File: config.mk
export PLATFORM = sky130hd
export DESIGN_NAME = rip_fifo_unpack
export DESIGN_NICKNAME = d
export VERILOG_FILES = /design/src/rtl/rip_fifo_pkg.sv /design/src/rtl/rip_fifo_unpack.sv
export SDC_FILE = /design/constraint.sdc
export NUM_CORES = 1
export LEC_CHECK = 0
export ABC_CLOCK_PERIOD_IN_PS = 2400
export CAP_MARGIN = 10
export CORE_MARGIN = 2
export CORE_UTILIZATION = 48
export DETAILED_ROUTE_END_ITERATION = 8
export GPL_TIMING_DRIVEN = 0
export PLACE_DENSITY = 0.91
export SYNTH_ARGS = -nofsm -noshare
export SYNTH_HDL_FRONTEND = slang
export SYNTH_SLANG_ARGS = --single-unit
File: constraint.sdc
create_clock -name clk -period 2.4 [get_ports clk]
set_input_delay 0.72 -clock clk [delete_from_list [all_inputs] [get_ports clk]]
set_output_delay 0.72 -clock clk [all_outputs]
set_load 0.01 [all_outputs]
File: src/rtl/rip_fifo_pkg.sv
// Shared constants, ratio helpers and FSM state type for the FIFO read-side
// unpacker (and any future pack counterpart).
package rip_fifo_pkg;

    localparam int FIFO_DATA_WIDTH = 128;
    localparam int BUS_WIDTH       = 32;

    typedef enum logic {
        EMPTY  = 1'b0,
        STREAM = 1'b1
    } unpack_state_e;

    function automatic int beat_ratio(input int in_w, input int out_w);
        return in_w / out_w;
    endfunction

    // Beat index needs at least one bit even when only two beats exist.
    function automatic int beat_idx_w(input int ratio);
        return (ratio > 2) ? $clog2(ratio) : 1;
    endfunction

endpackage

File: src/rtl/rip_fifo_unpack.sv
// Pops one wide entry from a show-ahead FIFO and serializes it into OUT_WIDTH
// beats on a valid/ready stream, one beat per cycle with no inter-entry bubble.
module rip_fifo_unpack
    import rip_fifo_pkg::*;
#(
    parameter int IN_WIDTH  = FIFO_DATA_WIDTH,
    parameter int OUT_WIDTH = BUS_WIDTH,
    parameter int MSB_FIRST = 0
) (
    input  logic                 clk,
    input  logic                 rst_n,
    input  logic                 flush,
    input  logic [IN_WIDTH-1:0]  fifo_data,
    input  logic                 fifo_empty,
    output logic                 fifo_r_en,
    output logic [OUT_WIDTH-1:0] out_data,
    output logic                 out_valid,
    input  logic                 out_ready,
    output logic                 out_last,
    output logic [15:0]          entry_count
);

    localparam int RATIO = beat_ratio(IN_WIDTH, OUT_WIDTH);
    localparam int IDX_W = beat_idx_w(RATIO);
    localparam logic [IDX_W-1:0] LAST_IDX = IDX_W'(RATIO - 1);

    if (RATIO < 2 || RATIO * OUT_WIDTH != IN_WIDTH) begin : g_bad_ratio
        $error("rip_fifo_unpack: IN_WIDTH must be an integer multiple (>=2) of OUT_WIDTH");
    end

    unpack_state_e        state_q, state_d;
    logic [IN_WIDTH-1:0]  hold_q, hold_d;
    logic [IDX_W-1:0]     beat_idx_q, beat_idx_d;
    logic [15:0]          count_q, count_d;
    logic                 hold_valid;
    logic                 accept;
    logic                 last_accept;
    logic                 pop;
    logic [OUT_WIDTH-1:0] beat_w [RATIO];

    assign hold_valid  = (state_q == STREAM);
    assign accept      = hold_valid & out_ready;
    assign last_accept = accept & (beat_idx_q == LAST_IDX);
    // Reloading on the last accepted beat is what keeps entries back-to-back.
    assign pop         = !flush & !fifo_empty & (!hold_valid | last_accept);

    for (genvar k = 0; k < RATIO; k++) begin : g_beat
        localparam int SEL = (MSB_FIRST != 0) ? (RATIO - 1 - k) : k;
        assign beat_w[k] = hold_q[SEL*OUT_WIDTH +: OUT_WIDTH];
    end

    assign fifo_r_en   = pop;
    assign out_valid   = hold_valid;
    assign out_data    = beat_w[beat_idx_q];
    assign out_last    = hold_valid & (beat_idx_q == LAST_IDX);
    assign entry_count = count_q;

    always_comb begin
        state_d    = state_q;
        hold_d     = hold_q;
        beat_idx_d = beat_idx_q;
        count_d    = count_q;
        if (flush) begin
            state_d    = EMPTY;
            beat_idx_d = '0;
            count_d    = '0;
        end else if (pop) begin
            state_d    = STREAM;
            hold_d     = fifo_data;
            beat_idx_d = '0;
            count_d    = count_q + 16'd1;
        end else if (accept) begin
            if (last_accept) begin
                state_d = EMPTY;
            end else begin
                beat_idx_d = beat_idx_q + 1'b1;
            end
        end
    end

    always_ff @(posedge clk or negedge rst_n) begin
        if (!rst_n) begin
            state_q    <= EMPTY;
            hold_q     <= '0;
            beat_idx_q <= '0;
            count_q    <= '0;
        end else begin
            state_q    <= state_d;
            hold_q     <= hold_d;
            beat_idx_q <= beat_idx_d;
            count_q    <= count_d;
        end
    end

endmodule

==> metrics <==
result of the run=complete, but fails checks; violated checks=setup timing; total power per unit cell area=slightly below 800 nW/um2; number of enable-type register cells in the synthesized netlist=0; mux contribution to synthesized area=approximately a third; Core Util, Final=72.3%; total buffers and inverters traversed by the critical path=4; critical register-to-register path startpoint=beat_idx_q[0]$_DFFE_PN0P_; clock period minus final worst setup slack=2.58 ns; Max Cap Violations=0; dominant combinational cell family by area after synthesis=multiplexers; worst-case setup margin in the final layout=-0.176 ns; Layout Cells excl Fill=820; Final Cell Area=around 9600 um2; max frequency=slightly below 0.4 GHz; leading cell types by total area after synthesis=dfrtp_1, mux2_2, mux4_2, buf_2, nor2_1; Reg2Reg Depth=9; antenna violations before repair=0; fraction of post-synthesis cell area in the top cell type by area=between 50% and 60%; Floorplan Core Area=13200 um2; register-to-register path setup slack=~0.20 ns; Total Die Area=roughly 15000 um2; first-pass detailed-route iteration total=5; total gr overflow=0; part of the total power dissipated in combinational logic=between 10% and 20%; sequential area share after synthesis=approximately 56%; Hold Violations, Final=0; Synthesis Warnings=0; highest routing layer actually used=met4; switching power share of the total=between 20 and 25%; number of levels in the clock H-tree=4; Sequential Area=3680 um2; worst flop-to-flop path endpoint=entry_count[9]$_DFFE_PN0P_; Slowest-stage cell, CP=mux4_2; standard-cell rows=42; WL met3=slightly below 1000 um; post-synthesis async set-or-reset flop share=between 90% and 100%; later-pin clock latency in the skew report=roughly 0.42 ns; remaining routing DRC violations=0; clock slew at reported path FFs=0.06 ns; Clock power frac=39.5%; fraction of the mapped netlist area in compound gates=around 1.1%; XOR/XNOR Fraction of Synth Area=1.21%; switching pwr=approximately 1.7 mW; Synth-to-Final Area Change=46.8%; Worst Setup End Kind=primary output; number of fill cells=~860; sum of routed wire segments on met1=6860 um; number of max-slew violations in the final report=0; Worst path max stage delay=between 0.5 and 0.6 ns; Num CTS Buffers=17; effective utilization at floorplan=49.3%; top cell type by total area after synthesis=dfrtp_1; GRT Util Overall=about a quarter; via count of the first global-routing pass=5073; prevailing post-synth register cell=dfrtp_1; sequence of cells on the critical path=buf_6 > buf_8 > buf_16 > mux4_2 > buf_6; Syn Std Cell Area=6520 um2; Post-Place Setup Slack=-1.08 ns; cell family with most CP delay=buffers and inverters; diode insertion count for antenna repair=0; crit path max fanout=5; post-synthesis net count=546; first-pass GRT wire length=between 20000 and 30000 um; count of buffers from port buffering=between 150 and 200; class of the most critical setup path=flop to primary output; Critical Path RT=~1.7 ns; # IOs=184; Synth Instances=411; Met2 Wirelength=about 9200 um; placed wire-length estimate after detailed placement=11600 um; fin crit share=107%; Post-Synthesis Mean Instance Area=~16 um2; area fraction in and, or, nand and nor cells after synthesis=roughly 4.8%; slew at the pin closest to its max-slew limit=0.641 ns; number of nets with antenna violations after detailed routing=0; root buf cell=clkbuf_16; worst-case clock buffer depth=2; drt wl/cell=21.2 um; signal arrival time at the worst endpoint=~1.9 ns; maximum clock skew at final layout=between 0.007 and 0.008 ns; Placed Cells incl. Taps=slightly below 800; share of layout cells above drive strength 1=a little over two fifths; via count=about 4400; RSZ-0062 raised after global routing=true; internal power contribution=5.80 mW; Final setup viols=33; height of the chip=about 120 um; violation count after the first detailed-routing iteration=roughly 270; multi-input logic area=between 2000 and 3000 um2; total cell area at the placement stage=around 8600 um2; via/cell ratio=5.42; distinct cell type count after synthesis=39; Tightest Hold Check Type=input pin to asynchronous set/reset pin; startpoint kind of the worst setup timing path=flop; Final Wtd Congestion=~0.88; maximum number of pins on one net before global-route repair=80; relative contribution of sequential cells to total power=between 40% and 50%; total number of clock tree sinks=around 150; relative max-transition margin=between 50% and 60%; most repeated library cell on the critical path=buf_6; number of flip-flops and latches in the synthesized netlist=between 100 and 150; TritonCTS clock tree=yes; chip width=between 100 and 150 um; total routed wirelength=17400 um; count of nets after finishing=between 700 and 800; maximum resistive drop on vdd=between 0.5 and 0.6 mV; static leakage=approximately 4.0 nW; Post-Synth Adder-Cell Area=0.384%
logic make-up (layout without fill, tap and decap cells):
| kind of cell | after synthesis | count (layout) |
|---|---|---|
| AO/OA/AOI/OAI | 11 | 11 |
| XOR/XNOR | 9 | 9 |
| adder cells (fa/ha/maj) | 2 | 2 |
| buffers and inverters | 25 | 258 |
| flip-flops | 147 | 147 |
| multiplexers | 165 | 165 |
| AND/OR/NAND/NOR | 52 | 52 |
registers in the layout (all words and copies together), names as in the netlist:
| name | cells |
|---|---|
| beat_idx_q | 2 |
| hold_q | 128 |
| entry_count | 16 |
| out_valid | 1 |
area by class of cell:
type,count,share of cell area [%]
clock buffers,25,5.59
flip-flops and latches,147,38.4
well taps,176,2.30
plain buffers,24,2.21
multi-input cells,239,28.4
repair buffers,202,21.6
clock inverters,7,1.46
synth_stat cells, types with 2 or more instances:
cell type and number:
nand2b_1 3, xor2_1 4, and3_1 5, nor4_1 2, nor2_1 13, nand4_1 4, dfrtp_1 147, buf_2 17
clkbuf_1 4, nor2b_1 2, mux2_2 129, nor3_1 3, mux2i_1 3, nand2_1 3, xnor2_1 5, nand3_1 6
o21ai_0 2, buf_4 2, a21oi_1 5, mux4_2 32, ha_1 2
worst register-to-register path: stages, from the launching register on:
cell and delay [ns]:
dfrtp_1 0.36, buf_4 0.11, buf_6 0.08, ha_4 0.16
a21boi_4 0.07, buf_4 0.14, buf_4 0.15, nor3_1 0.50
nand4_1 0.19, mux2_2 0.32
layout by cell type, fill, tap and decap left out, types with 4 or more instances in the layout:
master,n
a21oi_1,5
and3_1,5
buf_12,4
buf_16,4
buf_2,20
buf_4,13
buf_6,33
bufinv_16,4
clkbuf_16,17
clkbuf_8,9
clkdlybuf4s50_1,145
dfrtp_1,147
mux2_2,129
mux4_2,32
nand3_1,6
nand4_1,4
nor2_1,13
xnor2_1,5
xor2_1,4
how the worst max path moves through the flow:
stage / from / endpoint / slack (ns) / depth (start not counted)
3_5_place_dp: out_ready / fifo_r_en / -1.08 / 6
5_1_grt: beat_idx_q[0]$_DFFE_PN0P_ / out_data[2] / -0.23 / 5
6_report: beat_idx_q[0]$_DFFE_PN0P_ / out_data[15] / -0.18 / 5
4_1_cts: beat_idx_q[0]$_DFFE_PN0P_ / out_data[15] / -0.20 / 5
2_1_floorplan: fifo_empty / fifo_r_en / 0.27 / 4
3_3_place_gp: rst_n / hold_q[22]$_DFFE_PN0P_ / -4.88 / 1
metal layers:
| metal | global-route usage, % | vias up |
|---|---|---|
| li1 | - | 1968 |
| met1 | 31.4 | 2295 |
| met5 | 0 | - |
| met2 | 44.7 | 158 |
| met4 | 8.14 | 0 |
| met3 | 6.93 | 26 |
per-stage QoR:
stage          hold WS, ns  total power [mW]  setup TNS (ns)
2_1_floorplan        0.424              3.81               0
3_3_place_gp         0.484              4.43         -761.96
3_5_place_dp         0.491              4.51          -47.89
4_1_cts              0.317              7.52           -4.89
5_1_grt              0.342              7.83           -6.41
6_report             0.301              7.52           -4.16
power groups by stage:
stage	sequential [mW]	clock, mW	combinational [mW]
3_3_place_gp	3.12	0	1.31
6_report	3.13	2.97	1.42
2_1_floorplan	3.07	0	0.736
5_1_grt	3.18	3.13	1.52
4_1_cts	3.13	3.00	1.39
3_5_place_dp	3.16	0	1.36
timing repair:
action / CTS / global route
setup endpoints to repair: 34 / 33
setup buffers: 11 / 5
pin swaps: 2 / 2
gates resized for setup: 193 / 13
hold buffers: 0 / 0
cloned: 3 / 0
Power figures use the tool's default switching activity.
